===== src/rtl/spi_flash_ctrl.sv =====
// spi_flash_ctrl: byte-level SPI master (mode 0, MSB first) for the serial
// configuration flash. A data write starts one 8-bit exchange. A
// chip-select write drives cs_n under software control.
//
// Optional feature macro: SPI_FLASH_PREFETCH_EN
//   When defined, a read strobe in IDLE with the flash selected also starts
//   a transfer of 0xFF. This lets streaming reads use read strobes only.
//
// Parameters
//   DIV        SCK half-period in clk cycles (1..255)
// Ports
//   clk        system clock
//   resetq     asynchronous active-low reset
//   wr_i       data write strobe; starts a transfer of wd_i
//   cs_wr_i    chip-select write strobe; wd_i[0]=1 selects the flash
//   rd_i       data read strobe; clears done_o and ovr_o
//   wd_i       write data
//   miso_i     flash MISO
//   rx_data_o  last received byte
//   busy_o     transfer in progress
//   done_o     sticky: a byte completed since the last rd_i
//   ovr_o      sticky: wr_i arrived while busy
//   sck_o      flash SCK
//   mosi_o     flash MOSI
//   cs_n_o     flash chip select, active-low
module spi_flash_ctrl #(
    parameter int unsigned DIV = 2
) (
    input  logic       clk,
    input  logic       resetq,
    input  logic       wr_i,
    input  logic       cs_wr_i,
    input  logic       rd_i,
    input  logic [7:0] wd_i,
    input  logic       miso_i,
    output logic [7:0] rx_data_o,
    output logic       busy_o,
    output logic       done_o,
    output logic       ovr_o,
    output logic       sck_o,
    output logic       mosi_o,
    output logic       cs_n_o
);

    localparam logic [7:0] DIV_M1 = 8'(DIV - 1);

    typedef enum logic [1:0] {
        ST_IDLE = 2'd0,
        ST_LOW  = 2'd1,
        ST_HIGH = 2'd2
    } state_e;

    state_e     state_q;
    logic [7:0] shift_q;
    logic [7:0] div_q;
    logic [2:0] bit_q;
    logic [7:0] rx_q;
    logic       busy_q;
    logic       done_q;
    logic       ovr_q;
    logic       sck_q;
    logic       mosi_q;
    logic       cs_n_q;

    // Start request and byte to send when the block is idle
    logic       pf_start;
    logic       idle_start;
    logic [7:0] idle_byte;

`ifdef SPI_FLASH_PREFETCH_EN
    assign pf_start = rd_i && !cs_n_q;
`else
    assign pf_start = 1'b0;
`endif

    assign idle_start = wr_i || pf_start;
    assign idle_byte  = wr_i ? wd_i : 8'hFF;

    // Divider expiry and the final falling edge of a byte
    logic div_zero;
    logic last_fall;

    assign div_zero  = (div_q == 8'd0);
    assign last_fall = (state_q == ST_HIGH) && div_zero && (bit_q == 3'd7);

    // Transfer FSM with registered SPI pins and status flags
    always_ff @(posedge clk or negedge resetq) begin
        if (!resetq) begin
            state_q <= ST_IDLE;
            shift_q <= 8'h00;
            div_q   <= 8'h00;
            bit_q   <= 3'd0;
            rx_q    <= 8'h00;
            busy_q  <= 1'b0;
            done_q  <= 1'b0;
            ovr_q   <= 1'b0;
            sck_q   <= 1'b0;
            mosi_q  <= 1'b0;
            cs_n_q  <= 1'b1;
        end else begin
            // rd clears the sticky flags; a same-cycle set below overrides it
            if (rd_i) begin
                done_q <= 1'b0;
                ovr_q  <= 1'b0;
            end

            // A wr while busy is dropped, except on the last fall where it chains
            if ((state_q != ST_IDLE) && wr_i && !last_fall) begin
                ovr_q <= 1'b1;
            end

            case (state_q)
                ST_IDLE: begin
                    if (cs_wr_i) begin
                        cs_n_q <= ~wd_i[0];
                    end
                    if (idle_start) begin
                        state_q <= ST_LOW;
                        shift_q <= idle_byte;
                        mosi_q  <= idle_byte[7];
                        bit_q   <= 3'd0;
                        div_q   <= DIV_M1;
                        busy_q  <= 1'b1;
                    end
                end

                ST_LOW: begin
                    if (div_zero) begin
                        state_q <= ST_HIGH;
                        sck_q   <= 1'b1;
                        // mosi_q keeps the bit being sent; only the shift moves
                        shift_q <= {shift_q[6:0], miso_i};
                        div_q   <= DIV_M1;
                    end else begin
                        div_q <= div_q - 8'd1;
                    end
                end

                ST_HIGH: begin
                    if (div_zero) begin
                        sck_q <= 1'b0;
                        div_q <= DIV_M1;
                        if (bit_q != 3'd7) begin
                            state_q <= ST_LOW;
                            mosi_q  <= shift_q[7];
                            bit_q   <= bit_q + 3'd1;
                        end else begin
                            rx_q   <= shift_q;
                            done_q <= 1'b1;
                            if (wr_i) begin
                                // Back-to-back byte with no idle cycle
                                state_q <= ST_LOW;
                                shift_q <= wd_i;
                                mosi_q  <= wd_i[7];
                                bit_q   <= 3'd0;
                            end else begin
                                state_q <= ST_IDLE;
                                busy_q  <= 1'b0;
                            end
                        end
                    end else begin
                        div_q <= div_q - 8'd1;
                    end
                end

                default: begin
                    state_q <= ST_IDLE;
                    busy_q  <= 1'b0;
                    sck_q   <= 1'b0;
                end
            endcase
        end
    end

    assign rx_data_o = rx_q;
    assign busy_o    = busy_q;
    assign done_o    = done_q;
    assign ovr_o     = ovr_q;
    assign sck_o     = sck_q;
    assign mosi_o    = mosi_q;
    assign cs_n_o    = cs_n_q;

endmodule

===== config.mk =====
export PLATFORM = sky130hd
export DESIGN_NAME = spi_flash_ctrl
export DESIGN_NICKNAME = d
export VERILOG_FILES = /design/src/rtl/spi_flash_ctrl.sv
export SDC_FILE = /design/constraint.sdc
export NUM_CORES = 1
export LEC_CHECK = 0
export CAP_MARGIN = 20
export CORE_MARGIN = 2
export CORE_UTILIZATION = 47
export CTS_CLUSTER_DIAMETER = 80
export DETAILED_ROUTE_END_ITERATION = 8
export PLACE_DENSITY = 0.83
export SYNTH_ARGS = -nofsm -noshare
export SYNTH_HDL_FRONTEND = slang
export SYNTH_SLANG_ARGS = --single-unit

===== constraint.sdc =====
create_clock -name clk -period 4.3 [get_ports clk]
set_input_delay 0.43 -clock clk [delete_from_list [all_inputs] [get_ports clk]]
set_output_delay 0.43 -clock clk [all_outputs]
set_load 0.05 [all_outputs]

==> results.txt, run 1 <==
----------------------------------------------------
[Outcome]
  Outcome ... complete, no violations

[Placement]
  Last weighted congestion value of the routability-driven placer ... 0.835
  Port bufs ... 27
  DP Wirelength ... 2500 µm
  Post-Place Setup Slack ... 1.88 ns
  Placement Cell Area ... 2080 µm²

[STA]
  Time the worst path needs with I/O delays and setup ... 2.49 ns
  Worst slew pin tran ... 0.534 ns
  Final-layout worst hold slack ... 0.491 ns
  Unrepaired setup endpoints after global routing ... no
  Top achievable clock speed ... 401 MHz
  Sum Neg Setup Slack ... 0 ns
  Post-route fraction of the period consumed by the critical path ... 0.579
  Final Skew ... 0.00496 ns
  Final Setup Violations ... 0
  Hold Fails Final Rpt ... 0
  Rel. slew slack ... 0.643
  Final setup slack of the worst path ... 1.81 ns
  Pins Over Slew Limit ... 0

[Synthesis]
  Net count after synthesis ... 175
  Simple-Gate Fraction of Synth Area ... 0.146
  Synthesis Warnings ... 0
  Synthesis-stage register bit count ... 35
  Mux share of post-synthesis cell area ... 0.165
  Post-synthesis xor/xnor area fraction ... 0.0247
  Post-synthesis share of cell area spent on full adders, half adders and majority gates ... 0.0565
  Total standard cell area after synthesis ... 1770 µm²
  Post-synth EDFFs ... 0
  Compound-Gate Fraction of Synth Area ... 0.0848
  Post-synthesis cell type count ... 32
  Post-synthesis average cell area ... 11.6 µm²
  Post-synthesis async set-or-reset flop share ... 1.00
  Number of cells produced by synthesis ... 153
  Dominant combinational cell family by area after synthesis ... multiplexers
  Main flop type after synthesis ... sky130_fd_sc_hd__dfrtp_1
  Proportion of synthesized chip area in sequential cells ... 0.495

[Worst setup path]
  Worst flop-to-flop path startpoint ... div_q[0]$_DFFE_PN0P_
  Type of origin of the critical path ... flip-flop
  Class of the most critical setup path ... reg -> reg
  Critical Path Source ... div_q[0]$_DFFE_PN0P_
  Worst Reg-to-Reg Cells ... 6
  CP max FO ... 10
  Endpoint of the most critical register-to-register path ... rx_data_o[1]$_DFFE_PN0P_
  CP endpoint kind ... flip-flop
  Crit path DAT ... 2.66 ns
  Worst R2R Setup Slack ... 1.81 ns
  Required time of the critical path ... 4.47 ns

[Routing]
  Post-DR vias/cell ... 5.58
  DR iter-0 viols ... 69
  DRC ... 0
  Detail Route Antenna Nets ... 0
  Initial DRT Pass Iterations ... 5
  Via count ... 1289
  WL per Instance ... 15.6 µm
  Overall routed net length ... 3600 µm

[Clock tree]
  Htree depth ... 2
  Clock latency at the later pin of the worst-skew pair ... 0.28 ns
  Number of buffers inserted by post-CTS setup repair ... 0
  Clock buffers created by TritonCTS ... 5
  CTS tree ... built
  Number of buffers inserted by hold repair at cts ... 0
  Clock slew seen by the registers of the worst setup and hold paths ... 0.07 ns
  Clock root buffer ... sky130_fd_sc_hd__clkbuf_8
  Buffers from clock root to sink, at most ... 2
  Post-CTS sizing ... 0
  Clock sink total ... 35

[Final layout]
  Fraction of layout cells with a size suffix above 1 ... 0.202
  Diodes inserted ... 0
  Commonest non-fill, non-tap cell in the layout ... sky130_fd_sc_hd__dfrtp_1
  Commonest cells after routing, fill and taps aside ... 34 x sky130_fd_sc_hd__dfrtp_1, 27 x sky130_fd_sc_hd__clkdlybuf4s50_1, 23 x sky130_fd_sc_hd__mux2_2
  Layout area overhead ... 24.3%
  Non-Filler Cell Area, Final ... 2200 µm²
  # nets final ... 204
  Finished Core Util ... 0.606

[GRT]
  Global-route wire length before repair ... 5920 µm
  Overall global routing resource usage ... 0.182
  Largest net degree at the start of global routing ... 36
  Remaining global-route overflow ... 0
  Initial antenna violation count ... 0
  Vias in the first global route ... 1344

[Hold path]
  Hold Path Stages ... 2
  Hold Path Origin ... cs_n_o$_DFFE_PN1P_
  Hold-critical path endpoint ... cs_n_o$_DFFE_PN1P_
  Path type of the worst min-delay path ... reg -> reg

[Floorplanning]
  Starting utilization of the core area ... 0.487
  Floorplan Core Area ... 3630 µm²
  Die width ... 65.4 µm
  Floorplan die area ... 4270 µm²
  Number of cell rows ... 22
  Chip Height ... 65.4 µm
  Boundary Pins ... 28

[Pwr]
  Power density over the cells ... 725 nW/µm²
  Net switching fraction of the power ... 0.393
  Leak ... 0.991 nW
  Worst supply voltage drop on vdd ... 366 µV
  Sequential cell fraction of total power ... 0.336
  Switching pwr ... 0.000627 W
  Internal power component ... 0.000969 W
  Clock group share of total power ... 0.192
  Comb pwr share ... 0.472

[Run]
  Total of max-cap violations ... 0

----------------------------------------------------
==> critical path: stages, from the launching register on <==
cell and delay, ns:
sky130_fd_sc_hd__dfrtp_1 0.38, sky130_fd_sc_hd__inv_1 0.12, sky130_fd_sc_hd__ha_1 0.18, sky130_fd_sc_hd__nor3b_1 0.39, sky130_fd_sc_hd__and2_0 0.39, sky130_fd_sc_hd__and3_1 0.52
sky130_fd_sc_hd__mux2_2 0.39
==> registers in the layout, summed over array words and instances (netlist names), 2 cells and up <==
signal     count
bit_q          3
div_q          8
rx_data_o      8
shift_q        8
state_q        2
==> layer usage <==
| layer | track usage | part of all wire |
|---|---|---|
| met1 | 0.213 | 0.44 |
| met5 | 0 | 0 |
| met2 | 0.301 | 0.48 |
| met4 | 0.0938 | 0.018 |
| met3 | 0.0548 | 0.061 |
==> worst max path at each step <==
stage	to	cells past startpoint
after global placement	rx_data_o[0]$_DFFE_PN0P_	6
final	rx_data_o[1]$_DFFE_PN0P_	6
after detailed placement	rx_data_o[1]$_DFFE_PN0P_	6
after floorplan	shift_q[0]$_DFFE_PN0P_	7
after global routing	rx_data_o[1]$_DFFE_PN0P_	6
after CTS	rx_data_o[1]$_DFFE_PN0P_	6
==> metrics by stage <==
| step | instances | power [W] |
|---|---|---|
| after floorplan | 153 | 0.00110 |
| after detailed placement | 223 | 0.00128 |
| final | 231 | 0.00160 |
| after CTS | 231 | 0.00159 |
| after global placement | 223 | 0.00124 |
| after global routing | 231 | 0.00168 |
==> Yosys cell counts (all sizes together) (2+ instances only) <==
cell type  count  area share
nand2b         2      0.0071
inv            6       0.013
buf            2      0.0057
o41ai          2      0.0099
nor2b          2      0.0071
mux2          26        0.17
a2bb2oi        2      0.0099
dfrtp         34        0.48
xnor2          5       0.025
nand2          6       0.013
ha             8       0.057
a32o           2       0.011
o21ai          3      0.0085
or2            2      0.0071
nor3b          3       0.013
a21o           2      0.0085
clkbuf         4      0.0085
a21oi          6       0.017
nor2          19       0.040
and3           2      0.0071
nor4bb         2       0.011
nor4           5       0.026
==> cells by family (layout without fill, tap and decap cells) <==
group | after synthesis | count (layout)
and+or+nand+nor | 47 | 47
xor gates and xnor gates | 5 | 5
adders and majority gates | 8 | 8
muxes | 26 | 26
buffers and inverters | 12 | 42
DFF | 35 | 35
AOI/OAI and AO/OA | 20 | 20
==> power groups by stage <==
stage	combinational, W	clock, W	sequential [W]
floorplan	0.000505	0	0.000592
global placement	0.000707	0	0.000531
detailed placement	0.000739	0	0.000539
CTS	0.000746	0.000308	0.000534
global route	0.000812	0.000323	0.000549
finish	0.000753	0.000306	0.000537
==> area by class of cell <==
class / count / area (µm²)
clock buffer: 6 / 82.6
tap: 48 / 60.1
timing repair buffer: 28 / 278
sequential: 35 / 877
inverter: 6 / 22.5
clock inverter: 2 / 35.0
fill: 291 / 1430
multi-input combinational: 106 / 846
(Power assumes the default switching activity.)
==> run 2, diff against run 1 <==
PLACE_DENSITY = 0.86   (was 0.83)
clock period = 2.1 ns   (was 4.3 ns; I/O delays follow)
==> run 2 against run 1 <==
Net effect:
- power grew 110%
- first-iteration DRC count fell by 32%
- global-route usage grew 2.0 points
- routed wire length up 4.5%
- via count rose by 1.0%
- clock skew about the same
- sequential power increased by 100%
- setup slack got worse by 1.8 ns
- flip-flop and latch count did not move
- final area up 5.1%
- critical endpoint is now shift_q[2]$_DFFE_PN0P_
==> results.txt, run 2 (same netlist as run 1, synthesis figures left out) <==
----------------------------------------------------
[Outcome]
  Outcome ... complete, no violations

[Routing]
  Detail Route Antenna Nets ... 0
  Initial DRT Pass Iterations ... 4
  WL per Instance ... 15.5 µm
  DRC ... 0
  Overall routed net length ... 3760 µm
  Post-DR vias/cell ... 5.38
  DR iter-0 viols ... 47
  Via count ... 1302

[Clock tree]
  Buffers from clock root to sink, at most ... 2
  CTS tree ... built
  Clock buffers created by TritonCTS ... 5
  Clock root buffer ... sky130_fd_sc_hd__clkbuf_8
  Number of buffers inserted by hold repair at cts ... 0
  Clock latency at the later pin of the worst-skew pair ... 0.29 ns
  Htree depth ... 2
  Clock sink total ... 35
  Clock slew seen by the registers of the worst setup and hold paths ... 0.07 ns

[Final layout]
  Commonest non-fill, non-tap cell in the layout ... sky130_fd_sc_hd__dfrtp_1
  Layout area overhead ... 30.7%
  Commonest cells after routing, fill and taps aside ... 34 x sky130_fd_sc_hd__dfrtp_1, 27 x sky130_fd_sc_hd__clkdlybuf4s50_1, 23 x sky130_fd_sc_hd__mux2_2
  Fraction of layout cells with a size suffix above 1 ... 0.278
  # nets final ... 215
  Non-Filler Instances ... 242
  Diodes inserted ... 0

[Hold path]
  Path type of the worst min-delay path ... in -> async

[Worst setup path]
  Critical Path, Cell by Cell ... inv_1 > ha_1 > nor3b_2 > buf_4 > nand3_2 > a211oi_4 > buf_12 > mux2_2
  Class of the most critical setup path ... reg -> reg
  Type of origin of the critical path ... flip-flop
  Crit-path leading delay family ... buffers and inverters
  Crit path DAT ... 2.26 ns
  CP endpoint kind ... flip-flop
  Worst-path cell with the longest stage delay ... sky130_fd_sc_hd__dfrtp_1
  Worst Reg-to-Reg Cells ... 8
  Required time of the critical path ... 2.27 ns
  Worst R2R Setup Slack ... 0.01 ns
  Worst path buffer plus inverter count ... 3
  Worst flop-to-flop path startpoint ... div_q[1]$_DFFE_PN0P_
  CP max stage delay ... 0.40 ns
  CP max FO ... 8
  Endpoint of the most critical register-to-register path ... shift_q[2]$_DFFE_PN0P_

[Placement]
  Last weighted congestion value of the routability-driven placer ... 0.865
  Cell total after placement ... 232
  DP Wirelength ... 2630 µm
  Post-Place Setup Slack ... 0.0137 ns
  Port bufs ... 27

[GRT]
  Remaining global-route overflow ... 0
  Initial antenna violation count ... 0
  Global-route wire length before repair ... 6660 µm
  Overall global routing resource usage ... 0.202
  Vias in the first global route ... 1405
  Largest net degree at the start of global routing ... 36

[Pwr]
  Worst supply voltage drop on vdd ... 941 µV
  Power density over the cells ... 1460 nW/µm²
  Design Power ... 0.00338 W
  Leak ... 1.04 nW

[Floorplanning]
  Starting utilization of the core area ... 0.487
  Floorplan Core Area ... 3630 µm²
  Floorplan die area ... 4270 µm²
  Chip Height ... 65.4 µm
  Die width ... 65.4 µm
  Number of cell rows ... 22
  Boundary Pins ... 28

[STA]
  Top achievable clock speed ... 478 MHz
  Final Skew ... 0.00483 ns
  Pins Over Slew Limit ... 0
  Final Setup Violations ... 0
  Rel. slew slack ... 0.646
  Hold Fails Final Rpt ... 0
  Sum Neg Setup Slack ... 0 ns
  Post-route fraction of the period consumed by the critical path ... 0.995
  Time the worst path needs with I/O delays and setup ... 2.09 ns
  Final setup slack of the worst path ... 0.00962 ns
  Worst slew pin tran ... 0.526 ns

[Run]
  Total of max-cap violations ... 0

----------------------------------------------------
## run 2: worst reg2reg max path: stages (launching register included)
cell and delay, ns:
sky130_fd_sc_hd__dfrtp_1 0.40, sky130_fd_sc_hd__inv_1 0.09, sky130_fd_sc_hd__ha_1 0.17, sky130_fd_sc_hd__nor3b_2 0.22, sky130_fd_sc_hd__buf_4 0.17, sky130_fd_sc_hd__nand3_2 0.11
sky130_fd_sc_hd__a211oi_4 0.32, sky130_fd_sc_hd__buf_12 0.16, sky130_fd_sc_hd__mux2_2 0.33
## run 2: worst max-delay path by stage
| stage | from | end | slack [ns] | cells after the start |
|---|---|---|---|---|
| after detailed placement | state_q[0]$_DFFE_PN0P_ | shift_q[0]$_DFFE_PN0P_ | 0.01 | 7 |
| final | div_q[1]$_DFFE_PN0P_ | shift_q[2]$_DFFE_PN0P_ | 0.01 | 8 |
| after global placement | div_q[0]$_DFFE_PN0P_ | shift_q[0]$_DFFE_PN0P_ | 0.12 | 8 |
| after CTS | div_q[0]$_DFFE_PN0P_ | shift_q[2]$_DFFE_PN0P_ | 0.03 | 8 |
| after floorplan | state_q[0]$_DFFE_PN0P_ | shift_q[0]$_DFFE_PN0P_ | 0.09 | 7 |
| after global routing | div_q[1]$_DFFE_PN0P_ | shift_q[4]$_DFFE_PN0P_ | -0.05 | 8 |
## run 2: area by class of cell
| type | instances | area (µm²) |
|---|---|---|
| clock buffer | 5 | 68.8 |
| tap | 48 | 60.1 |
| timing repair buffer | 39 | 385 |
| fill | 299 | 1320 |
| inverter | 6 | 22.5 |
| clock inverter | 3 | 20.0 |
| multi-input combinational | 106 | 880 |
| sequential | 35 | 877 |
## run 2: report_power, final
group          internal (W)  switching [W]
Sequential         0.000904       0.000193
Combinational      0.000876       0.000923
Clock              0.000230       0.000250
## run 2: metrics by stage
stage | hold slack, ns | cell area (µm²) | util
3_5_place_dp | 0.472 | 2180 | 0.599
3_3_place_gp | 0.461 | 2180 | 0.599
5_1_grt | 0.378 | 2310 | 0.637
2_1_floorplan | -0.0856 | 1770 | -
6_report | 0.334 | 2310 | 0.637
4_1_cts | 0.352 | 2270 | 0.626
## run 2: metal layers
metal	vias up	global-route usage	wire (µm)
met3	5	0.0599	197
li1	615	-	-
met5	-	0	0
met2	35	0.348	1940
met1	647	0.248	1580
met4	0	0.0469	44
## run 2: what timing repair did
item,CTS,global route
resized for setup,2,5
buffers inserted,0,2
pin swaps,1,1
endpoints found under the setup margin,3,17
==> run 3, diff against run 2 <==
CORE_UTILIZATION = 40   (was 47)
PLACE_DENSITY = 0.77   (was 0.86)
==> run 3 against run 2 <==
Net effect:
- final area shrank 0.59%
- sequential power is essentially flat
- clock skew grew 0.0014 ns
- clock power grew 11%
- highest routed layer unchanged
- cell count grew 2.1%
- sequential share of layout area grew 0.23 points
- largest cell class is now sequential cells
==> results.txt, run 3 (same netlist as run 1, synthesis figures left out) <==
----------------------------------------------------
[Outcome]
  Outcome ... complete, no violations

[Floorplanning]
  Boundary Pins ... 28
  Floorplan Core Area ... 4290 µm²
  Starting utilization of the core area ... 0.412
  Floorplan die area ... 4970 µm²
  Number of cell rows ... 24
  Die width ... 70.5 µm
  Chip Height ... 70.5 µm

[Clock tree]
  CTS tree ... built
  Clock sink total ... 35
  Buffers from clock root to sink, at most ... 2
  Clock buffers created by TritonCTS ... 5
  Clock latency at the later pin of the worst-skew pair ... 0.29 ns
  Clock root buffer ... sky130_fd_sc_hd__clkbuf_8
  Htree depth ... 2
  Clock slew seen by the registers of the worst setup and hold paths ... 0.07 ns
  Number of buffers inserted by hold repair at cts ... 0

[Worst setup path]
  Worst-path cell with the longest stage delay ... sky130_fd_sc_hd__nor4_4
  Critical Path, Cell by Cell ... nor4_4 > nand3_1 > a211oi_4 > buf_4 > mux2_2
  CP max FO ... 6
  Class of the most critical setup path ... reg -> reg
  Type of origin of the critical path ... flip-flop
  Required time of the critical path ... 2.27 ns
  Crit path DAT ... 2.12 ns
  CP endpoint kind ... flip-flop
  CP max stage delay ... 0.44 ns

[Routing]
  Via count ... 1287
  Post-DR vias/cell ... 5.21
  Overall routed net length ... 3420 µm
  Initial DRT Pass Iterations ... 4
  DRC ... 0
  Detail Route Antenna Nets ... 0
  WL per Instance ... 13.8 µm
  DR iter-0 viols ... 29

[GRT]
  Overall global routing resource usage ... 0.155
  Vias in the first global route ... 1323
  Largest net degree at the start of global routing ... 36
  Remaining global-route overflow ... 0
  Global-route wire length before repair ... 6080 µm
  Initial antenna violation count ... 0

[Pwr]
  Worst supply voltage drop on vdd ... 878 µV
  Power density over the cells ... 1440 nW/µm²
  Leak ... 1.05 nW

[STA]
  Top achievable clock speed ... 513 MHz
  Unrepaired setup endpoints after global routing ... no
  Worst slew pin tran ... 0.498 ns
  Final-layout worst hold slack ... 0.333 ns
  Post-route fraction of the period consumed by the critical path ... 0.927
  Hold Fails Final Rpt ... 0
  Sum Neg Setup Slack ... 0 ns
  Rel. slew slack ... 0.667
  Pins Over Slew Limit ... 0
  Final Setup Violations ... 0
  Time the worst path needs with I/O delays and setup ... 1.95 ns
  Final Skew ... 0.00620 ns

[Final layout]
  Commonest cells after routing, fill and taps aside ... 34 x sky130_fd_sc_hd__dfrtp_1, 27 x sky130_fd_sc_hd__clkdlybuf4s50_1, 23 x sky130_fd_sc_hd__mux2_2
  Fill count ... 359
  Fraction of layout cells with a size suffix above 1 ... 0.267
  Non-Filler Cell Area, Final ... 2300 µm²
  Layout area overhead ... 29.9%
  Diodes inserted ... 0
  # nets final ... 216
  Commonest non-fill, non-tap cell in the layout ... sky130_fd_sc_hd__dfrtp_1

[Run]
  Total of max-cap violations ... 0

[Placement]
  Port bufs ... 27
  Last weighted congestion value of the routability-driven placer ... 0.842
  DP Wirelength ... 2600 µm
  Placement Cell Area ... 2180 µm²

[Hold path]
  Path type of the worst min-delay path ... in -> async

----------------------------------------------------
-- run 3: cell count changes in the layout (fill, tap and decap cells not counted), sizes merged --
cell,previous run,this run
clkinv,1,0
buf,12,13
clkinvlp,2,1
clkbuf,5,7
-- run 3: path summary, 6_finish.rpt --
check | cells past startpoint | slack (ns) | start | to
worst min-delay path | 2 | 0.33 | resetq | div_q[5]$_DFFE_PN0P_
worst max register to register | 5 | 0.15 | div_q[4]$_DFFE_PN0P_ | shift_q[1]$_DFFE_PN0P_
worst max-delay path | 5 | 0.15 | div_q[4]$_DFFE_PN0P_ | shift_q[1]$_DFFE_PN0P_
worst min register to register | 2 | 0.49 | cs_n_o$_DFFE_PN1P_ | cs_n_o$_DFFE_PN1P_
max in group asynchronous | 2 | 1.44 | resetq | cs_n_o$_DFFE_PN1P_
min in group clk | 2 | 0.49 | cs_n_o$_DFFE_PN1P_ | cs_n_o$_DFFE_PN1P_
-- run 3: per-layer routing --
| metal | wire length, µm | part of all wire | global-route usage | vias up |
|---|---|---|---|---|
| met1 | 1530 | 0.45 | 0.202 | 625 |
| met5 | 0 | 0 | 0 | - |
| met2 | 1690 | 0.49 | 0.243 | 31 |
| li1 | - | - | - | 624 |
| met4 | 78 | 0.023 | 0.0943 | 0 |
| met3 | 118 | 0.035 | 0.0242 | 7 |
-- run 3: repair_timing --
item                       in CTS  in global routing
gates resized for setup         0                  3
setup endpoints to repair       0                 15
setup buffers                   0                  0
-- run 3: critical path: cells and delay by family, from the launching register on --
| kind | cells | cell delay, ns |
|---|---|---|
| AND/OR/NAND/NOR | 2 | 0.63 |
| flip-flops | 1 | 0.43 |
| multiplexers | 1 | 0.33 |
| AO/OA/AOI/OAI | 1 | 0.28 |
| buffers and inverters | 1 | 0.17 |
-- run 3: power by group --
group / switching (W) / internal [W] / leakage (nW)
Sequential: 0.000194 / 0.000904 / 0.452
Clock: 0.000237 / 0.000298 / 0.0505
Combinational: 0.000850 / 0.000839 / 0.546
-- run 3: stage by stage --
stage | setup WS, ns | power [W] | util | cells
floorplan | 0.0861 | 0.00225 | - | 153
global placement | 0.138 | 0.00274 | 0.507 | 239
detailed placement | 0.0738 | 0.00278 | 0.507 | 239
CTS | 0.0412 | 0.00334 | 0.531 | 247
global route | 0.0499 | 0.00357 | 0.536 | 247
finish | 0.152 | 0.00332 | 0.536 | 247
-- run 3: layout make-up --
| class | count | area, µm² | area share |
|---|---|---|---|
| repair buffers | 40 | 368 | 0.160 |
| well taps | 52 | 65.1 | 0.0283 |
| flip-flops and latches | 35 | 877 | 0.381 |
| clock buffers | 7 | 96.3 | 0.0419 |
| clock inverters | 1 | 7.51 | 0.00326 |
| inverters | 6 | 22.5 | 0.00979 |
| multi-input cells | 106 | 863 | 0.375 |
